$ cat config.mk
export PLATFORM = sky130hd
export DESIGN_NAME = blink_cmd_rx
export DESIGN_NICKNAME = d
export VERILOG_FILES = /design/src/rtl/blink_pkg.sv /design/src/rtl/uart_rx_byte.sv /design/src/rtl/blink_cmd_rx.sv
export SDC_FILE = /design/constraint.sdc
export NUM_CORES = 1
export LEC_CHECK = 0
export BUFFER_PORTS_ARGS = -buffer_cell sky130_fd_sc_hd__buf_2
export CORE_MARGIN = 2
export CORE_UTILIZATION = 60
export DETAILED_ROUTE_END_ITERATION = 10
export PLACE_DENSITY = 0.8
export RECOVER_POWER = 25
export SLEW_MARGIN = 20
export SYNTH_ARGS = -nofsm -noshare
export SYNTH_HDL_FRONTEND = slang
export SYNTH_HIERARCHICAL = 1
export SYNTH_SLANG_ARGS = --single-unit
$ cat constraint.sdc
create_clock -name clk -period 2.5 [get_ports clk]
set_input_delay 0.625 -clock clk [delete_from_list [all_inputs] [get_ports clk]]
set_output_delay 0.625 -clock clk [all_outputs]
set_load 0.1 [all_outputs]
$ cat src/rtl/blink_pkg.sv
// rtl/blink_pkg.sv - shared constants and types for the remote-blink design
package blink_pkg;

    localparam logic [7:0] HDR_BYTE = 8'hA5;
    localparam logic [7:0] CMD_ON   = 8'h01;
    localparam logic [7:0] CMD_OFF  = 8'h02;
    localparam logic [7:0] CMD_MASK = 8'h03;

    localparam logic [7:0] DEFAULT_LED_MASK = 8'h55;

    typedef enum logic [1:0] {
        RX_IDLE,
        RX_START,
        RX_DATA,
        RX_STOP
    } rx_state_t;

    typedef enum logic [2:0] {
        P_HDR,
        P_CMD,
        P_D3,
        P_D2,
        P_D1,
        P_D0,
        P_CHK
    } parse_state_t;

    // Defaults give a 75% / 25% duty one-second blink; the generator uses the same functions.
    function automatic logic [31:0] default_on_ticks(input int clk_freq);
        longint v;
        v = (longint'(clk_freq) * 3) / 4;
        return v[31:0];
    endfunction

    function automatic logic [31:0] default_off_ticks(input int clk_freq);
        longint v;
        v = longint'(clk_freq) / 4;
        return v[31:0];
    endfunction

endpackage

$ cat src/rtl/uart_rx_byte.sv
// rtl/uart_rx_byte.sv - 8N1 UART byte receiver with input synchronizer
module uart_rx_byte
    import blink_pkg::*;
#(
    parameter int BIT_TICKS = 217
) (
    input  logic       clk,
    input  logic       rst_n,
    input  logic       uart_rx,
    output logic [7:0] byte_data,
    output logic       byte_valid,
    output logic       frame_err
);

    localparam logic [15:0] BIT_LAST  = 16'(BIT_TICKS - 1);
    localparam logic [15:0] HALF_LAST = 16'(BIT_TICKS / 2 - 1);

    logic       sync1;
    logic       sync2;
    logic       rx_prev;
    logic [1:0] fill;
    logic       fall;

    rx_state_t   state;
    logic [15:0] cnt;
    logic [2:0]  bit_idx;
    logic [7:0]  shreg;

    always_ff @(posedge clk or negedge rst_n) begin
        if (!rst_n) begin
            sync1 <= 1'b1;
            sync2 <= 1'b1;
        end else begin
            sync1 <= uart_rx;
            sync2 <= sync1;
        end
    end

    // rx_prev only starts tracking once the synchronizer holds real line samples,
    // so a line already low at reset release needs a high phase before it can fall.
    always_ff @(posedge clk or negedge rst_n) begin
        if (!rst_n) begin
            fill    <= 2'd0;
            rx_prev <= 1'b0;
        end else if (fill != 2'd2) begin
            fill <= fill + 2'd1;
        end else begin
            rx_prev <= sync2;
        end
    end

    assign fall      = rx_prev & ~sync2;
    assign byte_data = shreg;

    always_ff @(posedge clk or negedge rst_n) begin
        if (!rst_n) begin
            state      <= RX_IDLE;
            cnt        <= '0;
            bit_idx    <= '0;
            shreg      <= '0;
            byte_valid <= 1'b0;
            frame_err  <= 1'b0;
        end else begin
            byte_valid <= 1'b0;
            frame_err  <= 1'b0;
            case (state)
                RX_IDLE: begin
                    cnt <= '0;
                    if (fall) state <= RX_START;
                end
                RX_START: begin
                    if (cnt == HALF_LAST) begin
                        cnt     <= '0;
                        bit_idx <= '0;
                        state   <= sync2 ? RX_IDLE : RX_DATA;
                    end else begin
                        cnt <= cnt + 16'd1;
                    end
                end
                RX_DATA: begin
                    if (cnt == BIT_LAST) begin
                        cnt     <= '0;
                        shreg   <= {sync2, shreg[7:1]};
                        bit_idx <= bit_idx + 3'd1;
                        if (bit_idx == 3'd7) state <= RX_STOP;
                    end else begin
                        cnt <= cnt + 16'd1;
                    end
                end
                RX_STOP: begin
                    if (cnt == BIT_LAST) begin
                        cnt <= '0;
                        if (sync2) byte_valid <= 1'b1;
                        else       frame_err  <= 1'b1;
                        state <= RX_IDLE;
                    end else begin
                        cnt <= cnt + 16'd1;
                    end
                end
                default: state <= RX_IDLE;
            endcase
        end
    end

endmodule

$ cat src/rtl/blink_cmd_rx.sv
// rtl/blink_cmd_rx.sv - UART command parser holding the blink configuration registers
module blink_cmd_rx
    import blink_pkg::*;
#(
    parameter int CLK_FREQ      = 25_000_000,
    parameter int BAUD          = 115200,
    parameter int TIMEOUT_BYTES = 2
) (
    input  logic        clk,
    input  logic        rst_n,
    input  logic        uart_rx,
    output logic [31:0] on_ticks,
    output logic [31:0] off_ticks,
    output logic [7:0]  led_mask,
    output logic        cfg_valid,
    output logic        cmd_err,
    output logic        frame_err
);

    localparam int          BIT_TICKS   = CLK_FREQ / BAUD;
    localparam int          TIMEOUT_CYC = TIMEOUT_BYTES * 10 * BIT_TICKS;
    localparam logic [31:0] TO_LAST     = 32'(TIMEOUT_CYC - 1);
    localparam logic [31:0] ON_RST      = default_on_ticks(CLK_FREQ);
    localparam logic [31:0] OFF_RST     = default_off_ticks(CLK_FREQ);

    logic [7:0] byte_data;
    logic       byte_valid;

    parse_state_t state;
    logic [7:0]   cmd;
    logic [31:0]  payload;
    logic [7:0]   chk;
    logic [31:0]  to_cnt;

    uart_rx_byte #(
        .BIT_TICKS (BIT_TICKS)
    ) u_rx (
        .clk        (clk),
        .rst_n      (rst_n),
        .uart_rx    (uart_rx),
        .byte_data  (byte_data),
        .byte_valid (byte_valid),
        .frame_err  (frame_err)
    );

    always_ff @(posedge clk or negedge rst_n) begin
        if (!rst_n) begin
            state     <= P_HDR;
            cmd       <= '0;
            payload   <= '0;
            chk       <= '0;
            to_cnt    <= '0;
            on_ticks  <= ON_RST;
            off_ticks <= OFF_RST;
            led_mask  <= DEFAULT_LED_MASK;
            cfg_valid <= 1'b0;
            cmd_err   <= 1'b0;
        end else begin
            cfg_valid <= 1'b0;
            cmd_err   <= 1'b0;
            if (frame_err) begin
                state  <= P_HDR;
                to_cnt <= '0;
            end else if (byte_valid) begin
                // to_cnt counts cycles since the strobe, so the strobe cycle itself is 0
                to_cnt <= 32'd1;
                case (state)
                    P_HDR: begin
                        if (byte_data == HDR_BYTE) state <= P_CMD;
                    end
                    P_CMD: begin
                        cmd   <= byte_data;
                        chk   <= byte_data;
                        state <= P_D3;
                    end
                    P_D3, P_D2, P_D1, P_D0: begin
                        payload <= {payload[23:0], byte_data};
                        chk     <= chk ^ byte_data;
                        state   <= parse_state_t'(state + 3'd1);
                    end
                    P_CHK: begin
                        state <= P_HDR;
                        if (byte_data != chk) begin
                            cmd_err <= 1'b1;
                        end else begin
                            case (cmd)
                                CMD_ON: begin
                                    if (payload == '0) cmd_err <= 1'b1;
                                    else begin
                                        on_ticks  <= payload;
                                        cfg_valid <= 1'b1;
                                    end
                                end
                                CMD_OFF: begin
                                    if (payload == '0) cmd_err <= 1'b1;
                                    else begin
                                        off_ticks <= payload;
                                        cfg_valid <= 1'b1;
                                    end
                                end
                                CMD_MASK: begin
                                    led_mask  <= payload[7:0];
                                    cfg_valid <= 1'b1;
                                end
                                default: cmd_err <= 1'b1;
                            endcase
                        end
                    end
                    default: state <= P_HDR;
                endcase
            end else if (state != P_HDR) begin
                if (to_cnt == TO_LAST) begin
                    cmd_err <= 1'b1;
                    state   <= P_HDR;
                end else begin
                    to_cnt <= to_cnt + 32'd1;
                end
            end
        end
    end

endmodule

==> results.txt <==
Outcome - finished, violations left
Failing checks - capacitance limit, slew limit
Post-DRT Antenna Nets - 0
First-pass GRT wire length - 31800 microns
Crit path required time - 2.82 ns
Worst setup margin - 0.146 ns
Detailed placement HPWL - 12900 microns
Worst Hold Class - primary input to flop
Worst Skew - 0.0137 ns
Most frequent cells in the layout - dfrtp_1, nand2_1, buf_2
Layout cell share with drive strength beyond 1 - 0.323
Placed Cells - 1020
Ys flop type - dfrtp_1
CP Class - flop to flop
Area leader, netlist - dfrtp_1
Type of origin of the critical path - flop
Mapped Cells - 764
Post-Synth XOR/XNOR Area - 0.0425
Pre-antenna DRT Iters - 5
Iter 0 DRT Violations - 426
Total CTS buffers - 17
Commonest non-fill, non-tap cell in the layout - dfrtp_1
Area of the die - 16100 sq um
GR Util All Layers - 0.247
Final Core Density - 0.707
Seq/Total Area, Yosys - 0.536
Register Area - 4860 sq um
Area share of the leading cell type in the synthesized netlist - 0.455
Root Buffer - clkbuf_16
Vias per inst - 5.92
Compound-cell area share of the yosys netlist - 0.0415
Residual DRC - 0
Pre-CTS WS - 0.0638 ns
Vias in the first global route - 6276
Fin area - 10400 sq um
Syn Nets - 778
Post-synthesis average cell area - 11.9 sq um
Synth-to-Final Area Change - 14.2%
Routed length per instance - 17.9 microns
Final hold vios - 0
Synth area leaders - dfrtp_1, mux2_4, dfstp_2, nand2_1, xor2_1
Met1 WL - 8180 microns
Slew headroom - -0.266
Core area - 14600 sq um
Distinct cell type count after synthesis - 59
Final Instance Count excl. Fillers - 1052
Initial antenna violation count - 0
Pwr dens - 593 nW/um^2
Initial Util - 0.619
Number of fill cells - 1014
IO Count - 78
Max frequency - 0.425 GHz
Crit path capture type - flop
Die width - 127 microns
Dpl cell area - 9770 sq um
Fin Setup TNS - 0 ns
Post CTS Setup Buffer Count - 0
Die Y-Extent - 127 microns
Buffers on Ports - 77
Clock transition at the registers of the reported paths - 0.08 ns
Largest net degree at the start of global routing - 54
Worst-Skew Late Latency - 0.44 ns
Fin crit share - 0.941
Row cnt - 44
Mapped Area - 9070 sq um
Routed wire length on met3 - 799 microns
CTS resizes - 0
H-tree depth - 4
Max-slew violations - 41
Largest family of logic cells by synthesized area - simple AND/OR/NAND/NOR gates
GR Overflow Total - 0
Clock tree buffer depth - 2
Post-synthesis async set-or-reset flop share - 1.00
Mux contribution to synthesized area - 0.149
Slew @ Worst Pin - 1.90 ns
Syn. warnings - 6
Setup violators final - 0
Final Wtd Congestion - 0.874
Worst vdd ir - 0.658 mV
Leakage - 5.22 nW
Synth Area in Simple Gates - 0.190
EDFF count, synth - 0
Tmin final - 2.35 ns
WP data arrival - 2.68 ns
Via count - 6232
Adder-cell share of the synthesized area - 0.0152
Max-Cap Viols - 1
Total Wirelength - 18800 microns
Post-CTS Hold Buffers - 0
Area occupied by multi-input gates - 3980 sq um
Clk sinks - 193
Met2 Wirelength - 9350 microns
CTS tree - yes
Seq cells post-synth - 193
Max layer used - met4
Final #Nets - 869
Unrepaired setup endpoints after global routing - no
Ant diodes - 0
Critical path fanouts, max - 12
[synth_stat cells, drive strengths merged, types with 2 or more instances]
| master | n |
|---|---|
| a21oi | 31 |
| a22o | 2 |
| and2 | 2 |
| and3 | 8 |
| and4 | 5 |
| and4b | 2 |
| and4bb | 2 |
| buf | 14 |
| clkbuf | 17 |
| dfrtp | 165 |
| dfstp | 28 |
| ha | 11 |
| inv | 14 |
| mux2 | 89 |
| mux2i | 9 |
| nand2 | 124 |
| nand2b | 5 |
| nand3 | 27 |
| nand4 | 24 |
| nand4b | 3 |
| nor2 | 44 |
| nor2b | 4 |
| nor3 | 9 |
| nor4 | 25 |
| nor4b | 6 |
| o211ai | 2 |
| o21ai | 15 |
| o21bai | 2 |
| o31ai | 6 |
| or2 | 3 |
| or3 | 7 |
| or4 | 5 |
| or4b | 2 |
| xnor2 | 10 |
| xor2 | 34 |
[worst paths after layout]
check                      slack (ns)                        end  cells after the start                 start
max reg2reg                      0.15  off_ticks[30]$_DFFE_PN0P_                      6    cmd[5]$_DFFE_PN0P_
max in group asynchronous        0.36         chk[1]$_DFFE_PN0P_                      2                 rst_n
min                              0.28       u_rx/sync1$_DFF_PN1_                      1               uart_rx
min in group asynchronous        0.84   on_ticks[21]$_DFFE_PN0P_                      1                 rst_n
max                              0.15  off_ticks[30]$_DFFE_PN0P_                      6    cmd[5]$_DFFE_PN0P_
min reg2reg                      0.36       u_rx/sync2$_DFF_PN1_                      0  u_rx/sync1$_DFF_PN1_
[where the power goes]
part / switching, mW / internal, mW / total, mW
sequential: 0.0801 / 3.17 / 3.25
combinational: 0.147 / 0.0924 / 0.240
clock: 1.31 / 1.34 / 2.65
total: 1.54 / 4.60 / 6.14
[registers in the layout (all words and copies together), names as in the netlist, 2 cells and up, named ones only]
name and flops:
state 3, off_ticks 32, payload 32, cmd 8, u_rx/bit_idx 3, u_rx/fill 2
chk 8, on_ticks 32, to_cnt 32, led_mask 8, u_rx/cnt 16, u_rx/byte_data 8
[critical path: stages (launching register included)]
cell      delay [ns]
dfrtp_1         0.38
or4_4           0.54
nor3_4          0.18
nand4b_4        0.19
nor4_4          0.29
buf_4           0.32
mux2_4          0.33
[through the flow]
step	hold slack, ns	power [mW]
floorplan	0.329	3.44
global placement	0.354	3.54
detailed placement	0.347	3.55
CTS	0.0900	6.19
global route	0.270	6.36
finish	0.284	6.14
[final cells by class]
class / instances / share of cell area
multi-input cells: 526 / 0.384
flip-flops and latches: 193 / 0.470
inverters: 14 / 0.00507
clock buffers: 17 / 0.0411
well taps: 184 / 0.0222
clock inverters: 15 / 0.0155
repair buffers: 103 / 0.0622
[per-layer routing]
metal / track usage / vias up
met5: 0 / -
met4: 0.0918 / 0
met3: 0.0536 / 36
met2: 0.403 / 179
met1: 0.327 / 3143
li1: - / 2874
[logic make-up after synthesis]
kind of cell               count (synthesis)
muxes                                     98
AOI/OAI and AO/OA                         63
xor gates and xnor gates                  44
and+or+nand+nor                          310
DFF                                      193
buffers and inverters                     45
adders and majority gates                 11
(Power assumes the default switching activity.)
